--- config.mk ---
export PLATFORM = sky130hd
export DESIGN_NAME = cdb_arbiter_flat
export DESIGN_NICKNAME = d
export VERILOG_FILES = /design/src/rtl/cdb_arbiter_pkg.sv /design/src/rtl/cdb_arbiter_if.sv /design/src/rtl/cdb_arbiter_round_robin_picker.sv /design/src/rtl/cdb_arbiter.sv /design/src/flat_wrapper.sv
export SDC_FILE = /design/constraint.sdc
export NUM_CORES = 1
export LEC_CHECK = 0
export CAP_MARGIN = 10
export CELL_PAD_IN_SITES_DETAIL_PLACEMENT = 1
export CELL_PAD_IN_SITES_GLOBAL_PLACEMENT = 2
export CORE_UTILIZATION = 25
export CTS_CLUSTER_DIAMETER = 60
export DETAILED_ROUTE_END_ITERATION = 10
export PLACE_DENSITY_LB_ADDON = 0.1
export SLEW_MARGIN = 20
export SYNTH_ARGS = -nofsm -noshare
export SYNTH_HDL_FRONTEND = slang
export SYNTH_SLANG_ARGS = --single-unit
--- constraint.sdc ---
create_clock -name clock -period 7.7 [get_ports clock]
set_clock_uncertainty 0.15 [all_clocks]
set_input_delay 2.31 -clock clock [delete_from_list [all_inputs] [get_ports clock]]
set_output_delay 2.31 -clock clock [all_outputs]
set_load 0.01 [all_outputs]
--- src/rtl/cdb_arbiter_pkg.sv ---
// Shared types and constants for the common-data-bus arbiter.
package cdb_arbiter_pkg;

  localparam int CDB_COUNT = 2;
  localparam int REG_W     = 6;

  typedef struct packed {
    logic        tag;
    logic [5:0]  arn;
    logic [5:0]  rrn;
    logic [31:0] result;
  } cdb_request_t;

  function automatic int wrap_inc(input int idx, input int n);
    return (idx + 1 >= n) ? 0 : idx + 1;
  endfunction

endpackage

--- src/rtl/cdb_arbiter_if.sv ---
// Request and broadcast signals between execution units and the CDB arbiter.
interface cdb_arbiter_if
  import cdb_arbiter_pkg::*;
#(
  parameter int XLEN    = 32,
  parameter int REQ_CNT = 4
);
  logic                                delete_tag;
  logic                                stall;
  logic [REQ_CNT-1:0]                  req_valid;
  logic [REQ_CNT-1:0]                  req_tag;
  logic [REQ_CNT-1:0][REG_W-1:0]       req_arn;
  logic [REQ_CNT-1:0][REG_W-1:0]       req_rrn;
  logic [REQ_CNT-1:0][XLEN-1:0]        req_result;
  logic [REQ_CNT-1:0]                  req_ready;
  logic [CDB_COUNT-1:0]                cdb_valid;
  logic [CDB_COUNT-1:0][REG_W-1:0]     cdb_arn;
  logic [CDB_COUNT-1:0][REG_W-1:0]     cdb_rrn;
  logic [CDB_COUNT-1:0][XLEN-1:0]      cdb_result;

  modport slave (
    input  delete_tag, stall, req_valid, req_tag, req_arn, req_rrn, req_result,
    output req_ready, cdb_valid, cdb_arn, cdb_rrn, cdb_result
  );

  modport master (
    output delete_tag, stall, req_valid, req_tag, req_arn, req_rrn, req_result,
    input  req_ready, cdb_valid, cdb_arn, cdb_rrn, cdb_result
  );
endinterface

--- src/rtl/cdb_arbiter_round_robin_picker.sv ---
// Combinational two-winner round-robin picker; scans from ptr and wraps mod N.
module round_robin_picker
  import cdb_arbiter_pkg::*;
#(
  parameter int N  = 4,
  parameter int PW = (N > 1) ? $clog2(N) : 1
) (
  input  logic [N-1:0]  eligible,
  input  logic [PW-1:0] ptr,
  output logic [N-1:0]  grant0,
  output logic [N-1:0]  grant1,
  output logic          grant0_valid,
  output logic          grant1_valid,
  output logic [PW-1:0] next_ptr
);

  always_comb begin
    int          idx;
    logic [PW-1:0] sel;
    grant0       = '0;
    grant1       = '0;
    grant0_valid = 1'b0;
    grant1_valid = 1'b0;
    next_ptr     = ptr;
    idx          = 0;
    sel          = '0;
    for (int k = 0; k < N; k++) begin
      idx = int'(ptr) + k;
      if (idx >= N) idx = idx - N;
      sel = PW'(idx);
      if (eligible[sel]) begin
        // next_ptr tracks the most recent winner, so it ends one past the last grant
        if (!grant0_valid) begin
          grant0[sel]  = 1'b1;
          grant0_valid = 1'b1;
          next_ptr     = PW'(wrap_inc(idx, N));
        end else if (!grant1_valid) begin
          grant1[sel]  = 1'b1;
          grant1_valid = 1'b1;
          next_ptr     = PW'(wrap_inc(idx, N));
        end
      end
    end
  end

endmodule

--- src/rtl/cdb_arbiter.sv ---
// Grants up to two pending results per cycle onto the two common data buses.
// Optional CDB_ARB_STATS_EN adds a saturating conflict_count output.
module cdb_arbiter
  import cdb_arbiter_pkg::*;
#(
  parameter int XLEN    = 32,
  parameter int REQ_CNT = 4
) (
  input  logic         clock,
  input  logic         reset,
  cdb_arbiter_if.slave bus
`ifdef CDB_ARB_STATS_EN
  ,
  output logic [31:0]  conflict_count
`endif
);

  localparam int PW = (REQ_CNT > 1) ? $clog2(REQ_CNT) : 1;

  logic [REQ_CNT-1:0]              pending, eligible, grant0, grant1;
  logic                            grant0_valid, grant1_valid;
  logic [PW-1:0]                   rr_ptr_q, rr_ptr_d, next_ptr;
  logic [CDB_COUNT-1:0][REQ_CNT-1:0] grant_vec;
  logic [CDB_COUNT-1:0]            grant_vld;

  logic [CDB_COUNT-1:0]            cdb_valid_q, cdb_valid_d;
  logic [CDB_COUNT-1:0][REG_W-1:0] cdb_arn_q, cdb_arn_d;
  logic [CDB_COUNT-1:0][REG_W-1:0] cdb_rrn_q, cdb_rrn_d;
  logic [CDB_COUNT-1:0][XLEN-1:0]  cdb_result_q, cdb_result_d;

  // Flushed speculative results are invisible; stall hides everything.
  assign pending  = bus.req_valid & ~({REQ_CNT{bus.delete_tag}} & bus.req_tag);
  assign eligible = bus.stall ? '0 : pending;

  round_robin_picker #(.N(REQ_CNT), .PW(PW)) u_picker (
    .eligible     (eligible),
    .ptr          (rr_ptr_q),
    .grant0       (grant0),
    .grant1       (grant1),
    .grant0_valid (grant0_valid),
    .grant1_valid (grant1_valid),
    .next_ptr     (next_ptr)
  );

  assign grant_vec     = {grant1, grant0};
  assign grant_vld     = {grant1_valid, grant0_valid};
  assign bus.req_ready = reset ? (grant0 | grant1) : '0;

  always_comb begin
    rr_ptr_d     = next_ptr;
    cdb_valid_d  = grant_vld;
    cdb_arn_d    = cdb_arn_q;
    cdb_rrn_d    = cdb_rrn_q;
    cdb_result_d = cdb_result_q;
    for (int b = 0; b < CDB_COUNT; b++) begin
      if (grant_vld[b]) begin
        cdb_arn_d[b]    = '0;
        cdb_rrn_d[b]    = '0;
        cdb_result_d[b] = '0;
        for (int i = 0; i < REQ_CNT; i++) begin
          if (grant_vec[b][i]) begin
            cdb_arn_d[b]    = bus.req_arn[i];
            cdb_rrn_d[b]    = bus.req_rrn[i];
            cdb_result_d[b] = bus.req_result[i];
          end
        end
      end
    end
  end

  always_ff @(posedge clock or negedge reset) begin
    if (!reset) begin
      rr_ptr_q     <= '0;
      cdb_valid_q  <= '0;
      cdb_arn_q    <= '0;
      cdb_rrn_q    <= '0;
      cdb_result_q <= '0;
    end else begin
      rr_ptr_q     <= rr_ptr_d;
      cdb_valid_q  <= cdb_valid_d;
      cdb_arn_q    <= cdb_arn_d;
      cdb_rrn_q    <= cdb_rrn_d;
      cdb_result_q <= cdb_result_d;
    end
  end

  assign bus.cdb_valid  = cdb_valid_q;
  assign bus.cdb_arn    = cdb_arn_q;
  assign bus.cdb_rrn    = cdb_rrn_q;
  assign bus.cdb_result = cdb_result_q;

`ifdef CDB_ARB_STATS_EN
  logic [31:0] conflict_count_q, conflict_count_d;
  logic        conflict;

  // A stalled cycle counts too: the requester was ready to go but lost the cycle.
  assign conflict = |(pending & ~(grant0 | grant1));

  always_comb begin
    conflict_count_d = conflict_count_q;
    if (conflict && (conflict_count_q != '1)) conflict_count_d = conflict_count_q + 32'd1;
  end

  always_ff @(posedge clock or negedge reset) begin
    if (!reset) conflict_count_q <= '0;
    else        conflict_count_q <= conflict_count_d;
  end

  assign conflict_count = conflict_count_q;
`endif

endmodule
--- src/flat_wrapper.sv ---
// flat-port wrapper written by rule: the top's interface ports become plain ports
module cdb_arbiter_flat import cdb_arbiter_pkg::*;
#(
  parameter int XLEN    = 32,
  parameter int REQ_CNT = 4
)
  (clock, reset, bus_delete_tag, bus_stall, bus_req_valid, bus_req_tag, bus_req_arn, bus_req_rrn, bus_req_result, bus_req_ready, bus_cdb_valid, bus_cdb_arn, bus_cdb_rrn, bus_cdb_result);
  cdb_arbiter_if #(.XLEN(XLEN), .REQ_CNT(REQ_CNT)) bus_i ();
  input  logic clock;
  input  logic reset;
  input wire logic [$bits(bus_i.delete_tag)-1:0] bus_delete_tag;
  input wire logic [$bits(bus_i.stall)-1:0] bus_stall;
  input wire logic [$bits(bus_i.req_valid)-1:0] bus_req_valid;
  input wire logic [$bits(bus_i.req_tag)-1:0] bus_req_tag;
  input wire logic [$bits(bus_i.req_arn)-1:0] bus_req_arn;
  input wire logic [$bits(bus_i.req_rrn)-1:0] bus_req_rrn;
  input wire logic [$bits(bus_i.req_result)-1:0] bus_req_result;
  output wire logic [$bits(bus_i.req_ready)-1:0] bus_req_ready;
  output wire logic [$bits(bus_i.cdb_valid)-1:0] bus_cdb_valid;
  output wire logic [$bits(bus_i.cdb_arn)-1:0] bus_cdb_arn;
  output wire logic [$bits(bus_i.cdb_rrn)-1:0] bus_cdb_rrn;
  output wire logic [$bits(bus_i.cdb_result)-1:0] bus_cdb_result;
  assign bus_i.delete_tag = bus_delete_tag;
  assign bus_i.stall = bus_stall;
  assign bus_i.req_valid = bus_req_valid;
  assign bus_i.req_tag = bus_req_tag;
  assign bus_i.req_arn = bus_req_arn;
  assign bus_i.req_rrn = bus_req_rrn;
  assign bus_i.req_result = bus_req_result;
  assign bus_req_ready = bus_i.req_ready;
  assign bus_cdb_valid = bus_i.cdb_valid;
  assign bus_cdb_arn = bus_i.cdb_arn;
  assign bus_cdb_rrn = bus_i.cdb_rrn;
  assign bus_cdb_result = bus_i.cdb_result;
  cdb_arbiter #(.XLEN(XLEN), .REQ_CNT(REQ_CNT)) u_core (.clock(clock), .reset(reset), .bus(bus_i));
endmodule
==> summary.txt, run 1 <==
Clocking
  – Root Driver: clkbuf_16
  – Max clock buf depth: 2
  – Total CTS buffers: 9
  – Worst skew pair latency: between 0.3 and 0.4 ns
  – Hold-fix buffers, CTS: 0
  – Htree depth: 3
  – CTS clk-pin slew, worst paths: 0.08 ns
  – Sinks on Clock Net: 92
  – CTS tree: built

Yosys
  – Simple logic cell fraction of the synthesized area: about 17%
  – Cells after Synth: 792
  – Top post-synthesis cells by area: dfrtp_1 (33%), o21ai_0 (10%), a22oi_1 (9.4%), o221ai_2 (8.6%), and3_1 (7.9%)
  – Post-synth top flop: dfrtp_1
  – EDFF count, synth: 0
  – Mean post-synth cell area: 8.86 µm²
  – Post-synthesis compound-gate area fraction: around two fifths
  – Post-synth top area share: 32.8%
  – Synthesized area: 7020 µm²
  – Syn Nets: 985
  – Count leader, synth: o21ai_0
  – Synth area leader: dfrtp_1
  – Mux share of post-synthesis cell area: 2.37%
  – Post-synth cell types: 55
  – Adder-cell share of the synthesized area: 0.891%
  – Sequential area share after synthesis: 32.8%
  – Post-synth top cells: o21ai_0 (141), dfrtp_1 (92), and3_1 (89), a22oi_1 (88), clkbuf_1 (69)
  – Main combinational cell family by area after synthesis: compound AO/OA/AOI/OAI gates
  – Number of synthesis warnings: 0
  – XOR/XNOR Fraction of Synth Area: less than 1%
  – Async SR Flop Fraction: 100%
  – #FFs+latches synth: 92

Global routing
  – Largest net degree at the start of global routing: 89
  – Total GRT Usage: 24.0%
  – GRT overflow: 0
  – Antenna violations before repair: 1
  – First-pass GRT wire length: between 50000 and 60000 µm
  – Vias in the first global route: ~8.4k

Layout
  – Multi-input gate area: 4370 µm²
  – Storage element area: 2300 µm²
  – # fillers: 3134
  – Layout cells sized above 1: 12.6%
  – Antenna cells: 0
  – Fin cells: 1424
  – Fin nets: approximately 1.2k
  – Layout Utilization: 39.4%
  – P&R area growth vs syn: 52.9%

Floorplan
  – Row count: 60
  – Die Y: 170 µm
  – Die ar.: 28800 µm²
  – Die width: 170 µm
  – Boundary Pins: roughly 280
  – Core footprint: 27300 µm²
  – Initial Utilization: 25.8%

Critical path
  – FF-to-FF setup slack: 2.51 ns
  – R2R depth: 14
  – WP data arrival: roughly 5.1 ns
  – Critical Path RT: 5.24 ns
  – Crit Path Category: primary input to output pin
  – CP max FO: 6
  – Startpoint types: primary input
  – Worst setup EP type: output pin

Route
  – Drt wl/cell: 24.4 µm
  – Vias per cell: 5.65
  – Remaining DRCs: 0
  – Vias: 8049
  – Routed wire length: approximately 35000 µm
  – Routed Antenna Nets: 0
  – TritonRoute pass-1 iters: 5
  – Initial DRC count: 547

Flow run
  – MaxCap Viol Count: 0

Power
  – Pwr Density: 415 nW/µm²
  – Worst vdd ir: 215 µV
  – Leakage: 3.99 nW

Worst hold path
  – Hold Crit Depth: 2
  – Hold Path Class: flip-flop to flip-flop

STA
  – Count of final setup violators: 0
  – Minimum clock period: 7.53 ns
  – Setup tns final: 0 ns
  – Count of pins over their slew limit: 0
  – Max Fclk: between 100 and 150 MHz
  – Final period utilization: 97.7%
  – RSZ-0062 raised after global routing: false
  – Least-Margin Pin Slew: a little under 1 ns
  – Fin. Hold Viols: 0
  – Slew margin rel.: 34.3%

Placement
  – I/O Buffers: 281
  – RD Place Congestion: between 0.8 and 0.9
  – DP Cell Count: 1402
  – Hpwl dp: 21500 µm

Outcome
  – Status: finished clean
[worst paths after layout]
kind                                           start                        end
setup / recovery                      bus_delete_tag           bus_req_ready[2]
hold / removal             u_core.bus.cdb_result[48]  u_core.bus.cdb_result[48]
setup reg to reg                  u_core.rr_ptr_q[0]  u_core.bus.cdb_result[30]
hold reg to reg            u_core.bus.cdb_result[48]  u_core.bus.cdb_result[48]
max in group asynchronous                      reset     u_core.bus.cdb_arn[11]
min in group asynchronous                      reset      u_core.bus.cdb_rrn[4]
[report_power, final]
| part | leakage [nW] | switching [mW] | internal (mW) |
|---|---|---|---|
| Combinational | 2.73 | 1.72 | 1.34 |
| Clock | 0.147 | 0.223 | 0.286 |
| Sequential | 1.11 | 0.150 | 0.734 |
[metal layers]
| layer | global-route usage (%) | vias up | routed length, µm |
|---|---|---|---|
| met1 | 32.4 | 4095 | 16300 |
| li1 | - | 3642 | - |
| met5 | 0 | - | 13 |
| met3 | 3.13 | 41 | 1430 |
| met2 | 39.8 | 269 | 16400 |
| met4 | 7.17 | 2 | 614 |
[area by class of cell]
cell class / instances / share of cell area, %
clock buffer: 10 / 2.13
tap: 372 / 4.34
timing repair buffer: 336 / 30.3
clock inverter: 5 / 0.805
sequential: 92 / 21.5
multi-input combinational: 601 / 40.7
inverter: 8 / 0.280
[through the flow]
stage / instance area, µm² / setup WS (ns) / power (mW) / hold WS [ns]
after floorplan: 7020 / 0.588 / 2.60 / 0.389
after global placement: 10300 / -0.0217 / 3.92 / 0.338
after detailed placement: 10300 / -0.0896 / 3.93 / 0.341
after CTS: 10700 / 0.0681 / 4.46 / 0.362
after global routing: 10700 / 0.00409 / 4.73 / 0.378
final: 10700 / 0.173 / 4.45 / 0.356
[cell usage in the layout (no fill, tap or decap), types with 7 or more instances in the layout]
cell type and n:
clkdlybuf4s50_1 276, nand3_1 8, a21oi_1 51, dfrtp_1 92, inv_1 7, a22oi_1 88
nand2_1 8, o31ai_1 47, o21ai_0 141, nor2_1 12, and3_1 89, buf_4 54
o221ai_2 40, clkbuf_16 9, nor3b_1 44
[worst max-delay path, stage by stage]
cell and delay, ns:
clkdlybuf4s50_1 0.42, and2_1 0.16, or3_1 0.39, mux4_2 0.57, buf_4 0.18, buf_4 0.12
nand3_1 0.12, a211oi_1 0.09, buf_4 0.16, a21oi_4 0.10, a21boi_0 0.10, dlygate4sd2_1 0.34
[state kept, by name (all words and copies together), names as in the netlist]
signal                 flops
u_core.bus.cdb_rrn        12
u_core.bus.cdb_valid       2
u_core.rr_ptr_q            2
u_core.bus.cdb_arn        12
u_core.bus.cdb_result     64
[kinds of logic (layout without fill, tap and decap cells)]
family | Yosys count | count (layout)
DFF | 92 | 92
muxes | 9 | 9
buffers and inverters | 99 | 359
and+or+nand+nor | 187 | 187
adders and majority gates | 5 | 5
AOI/OAI and AO/OA | 397 | 397
xor gates and xnor gates | 3 | 3
[what timing repair did]
action	CTS	global route
gates resized for setup	4	2
endpoints found under the setup margin	2	1
setup buffers	4	3
Power figures use the tool's default switching activity.
==> run 2, diff against run 1 <==
--- a/config.mk
+++ b/config.mk
@@ -12,6 +12,7 @@
 export CTS_CLUSTER_DIAMETER = 60
 export DETAILED_ROUTE_END_ITERATION = 10
 export PLACE_DENSITY_LB_ADDON = 0.1
+export SKIP_LAST_GASP = 1
 export SLEW_MARGIN = 20
 export SYNTH_ARGS = -nofsm -noshare
 export SYNTH_HDL_FRONTEND = slang
==> summary.txt, run 2 (same netlist as run 1, synthesis figures left out) <==
Clocking
  – Htree depth: 3 (unchanged)
  – CTS clk-pin slew, worst paths: 0.08 ns (about the same)
  – Hold-fix buffers, CTS: 0 (unchanged)
  – CTS tree: built
  – Total CTS buffers: 9 (unchanged)
  – Max clock buf depth: 2 (unchanged)
  – Sinks on Clock Net: 92 (unchanged)
  – Worst skew pair latency: 0.34 ns (about the same)
  – Root Driver: clkbuf_16

Critical path
  – Crit-path cells: clkdlybuf4s50_1 -> and2_1 -> or3_1 -> mux4_2 -> buf_4 -> buf_4 -> nand3_1 -> a211oi_1 -> buf_4 -> a21oi_4 -> a21boi_0 -> dlygate4sd2_1
  – Crit Path Category: primary input to output pin
  – Worst setup EP type: output pin
  – WP data arrival: 5.07 ns (about the same)
  – Critical Path RT: 5.24 ns (about the same)
  – Cell mode on critical path: buf_4
  – Worst path slowest cell: mux4_2
  – Startpoint types: primary input
  – Crit-path max cell delay: 0.57 ns (about the same)
  – CP max FO: 6 (unchanged)

Floorplan
  – Boundary Pins: 282 (unchanged)
  – Die width: 170 µm (unchanged)
  – Row count: 60 (unchanged)
  – Core footprint: 27300 µm² (unchanged)
  – Die Y: 170 µm (unchanged)
  – Initial Utilization: 25.8% (unchanged)
  – Die ar.: 28800 µm² (unchanged)

STA
  – Final period utilization: 97.7% (about the same)
  – Slew margin rel.: 35.4% (+1.1 points)
  – Minimum clock period: 7.53 ns (-0.000883 ns)
  – Least-Margin Pin Slew: 0.969 ns (-0.0172 ns)
  – Count of final setup violators: 0 (unchanged)
  – Fin. Hold Viols: 0 (unchanged)
  – Count of pins over their slew limit: 0 (unchanged)
  – Max Fclk: 133 MHz (about the same)
  – RSZ-0062 raised after global routing: false

Power
  – Worst vdd ir: 212 µV (-1.2%)
  – Leakage: 3.98 nW (-0.19%)
  – Pwr Density: 414 nW/µm² (-0.15%)

Flow run
  – MaxCap Viol Count: 0 (unchanged)

Route
  – Routed Antenna Nets: 0 (unchanged)
  – Remaining DRCs: 0 (unchanged)
  – Drt wl/cell: 24.4 µm (about the same)
  – Vias: 8035 (-0.17%)
  – Initial DRC count: 530 (-3.1%)
  – Routed wire length: 34700 µm (-0.24%)
  – Vias per cell: 5.65 (about the same)
  – TritonRoute pass-1 iters: 5 (unchanged)

Placement
  – Placed cell areas: 10300 µm² (unchanged)
  – Hpwl dp: 21500 µm (unchanged)
  – RD Place Congestion: 0.841 (unchanged)
  – I/O Buffers: 281 (unchanged)

Global routing
  – GRT overflow: 0 (unchanged)
  – Largest net degree at the start of global routing: 89 (unchanged)
  – Antenna violations before repair: 1 (unchanged)
  – Vias in the first global route: 8390 (unchanged)
  – First-pass GRT wire length: 52100 µm (unchanged)
  – Total GRT Usage: 24.0% (unchanged)

Layout
  – Post-route design area: 10700 µm² (-0.31%)
  – Antenna cells: 0 (unchanged)
  – Layout Utilization: 39.2% (-0.12 points)
  – Most frequent cells in the layout: clkdlybuf4s50_1 (276), o21ai_0 (141), dfrtp_1 (92)
  – Max reg flops: 64 (unchanged)
  – Commonest non-fill, non-tap cell in the layout: clkdlybuf4s50_1
  – Fin nets: 1238 (-0.24%)
  – P&R area growth vs syn: 52.4%
  – Layout cells sized above 1: 12.3% (-0.35 points)

Outcome
  – Status: finished clean

Worst hold path
  – Hold Path Class: flip-flop to flip-flop
==> run 2: final timing paths <==
kind | from | slack [ns] | to | depth (start not counted)
min | u_core.bus.cdb_arn[8] | 0.36 | u_core.bus.cdb_arn[8] | 2
max | bus_delete_tag | 0.17 | bus_req_ready[2] | 12
max in group asynchronous | reset | 4.64 | u_core.bus.cdb_arn[11] | 2
min reg2reg | u_core.bus.cdb_arn[8] | 0.36 | u_core.bus.cdb_arn[8] | 2
min in group asynchronous | reset | 1.71 | u_core.bus.cdb_rrn[10] | 1
max reg2reg | u_core.rr_ptr_q[0] | 2.56 | u_core.bus.cdb_result[30] | 14
==> run 2: metal layers <==
layer  global-route usage (%)  vias to the layer above  wire length [µm]
met5                        0                        -                13
met4                     7.17                        2               603
met3                     3.13                       42              1690
met2                     39.8                      292             16300
met1                     32.4                     4061             16100
li1                         -                     3638                 -
==> run 2: critical path, delay by kind of cell <==
kind            cells  cell delay [ns]
compound gates      3             0.29
buf+inv             5             1.22
mux                 1             0.57
simple gates        3             0.68
==> run 2: stage by stage <==
step | power (mW) | hold WS, ns | setup TNS, ns | worst slack (ns) | std cells
after floorplan | 2.60 | 0.389 | 0 | 0.588 | 792
after global placement | 3.92 | 0.338 | -0.0358 | -0.0217 | 1402
after detailed placement | 3.93 | 0.341 | -0.158 | -0.0896 | 1402
after CTS | 4.47 | 0.362 | -0.0293 | -0.0238 | 1421
after global routing | 4.71 | 0.378 | 0 | 0.00409 | 1421
final | 4.43 | 0.356 | 0 | 0.174 | 1421
==> run 2: what timing repair did <==
| action | CTS | global route |
|---|---|---|
| buffers inserted | 4 | 0 |
| gates resized for setup | 2 | 2 |
| setup endpoints to repair | 2 | 2 |
==> run 2: area by class of cell <==
cell class	instances	area [µm²]
Clock buffer	10	229
Tap cell	372	465
Fill cell	3133	16600
Inverter	8	30.0
Clock inverter	5	86.3
Sequential cell	92	2300
Multi-Input combinational cell	601	4370
Timing Repair Buffer	333	3220
==> run 2: power breakdown <==
part           total [mW]  leakage [nW]  internal (mW)  switching (mW)
Sequential          0.884          1.11          0.734           0.150
Clock               0.509         0.147          0.286           0.222
Combinational        3.04          2.72           1.33            1.71
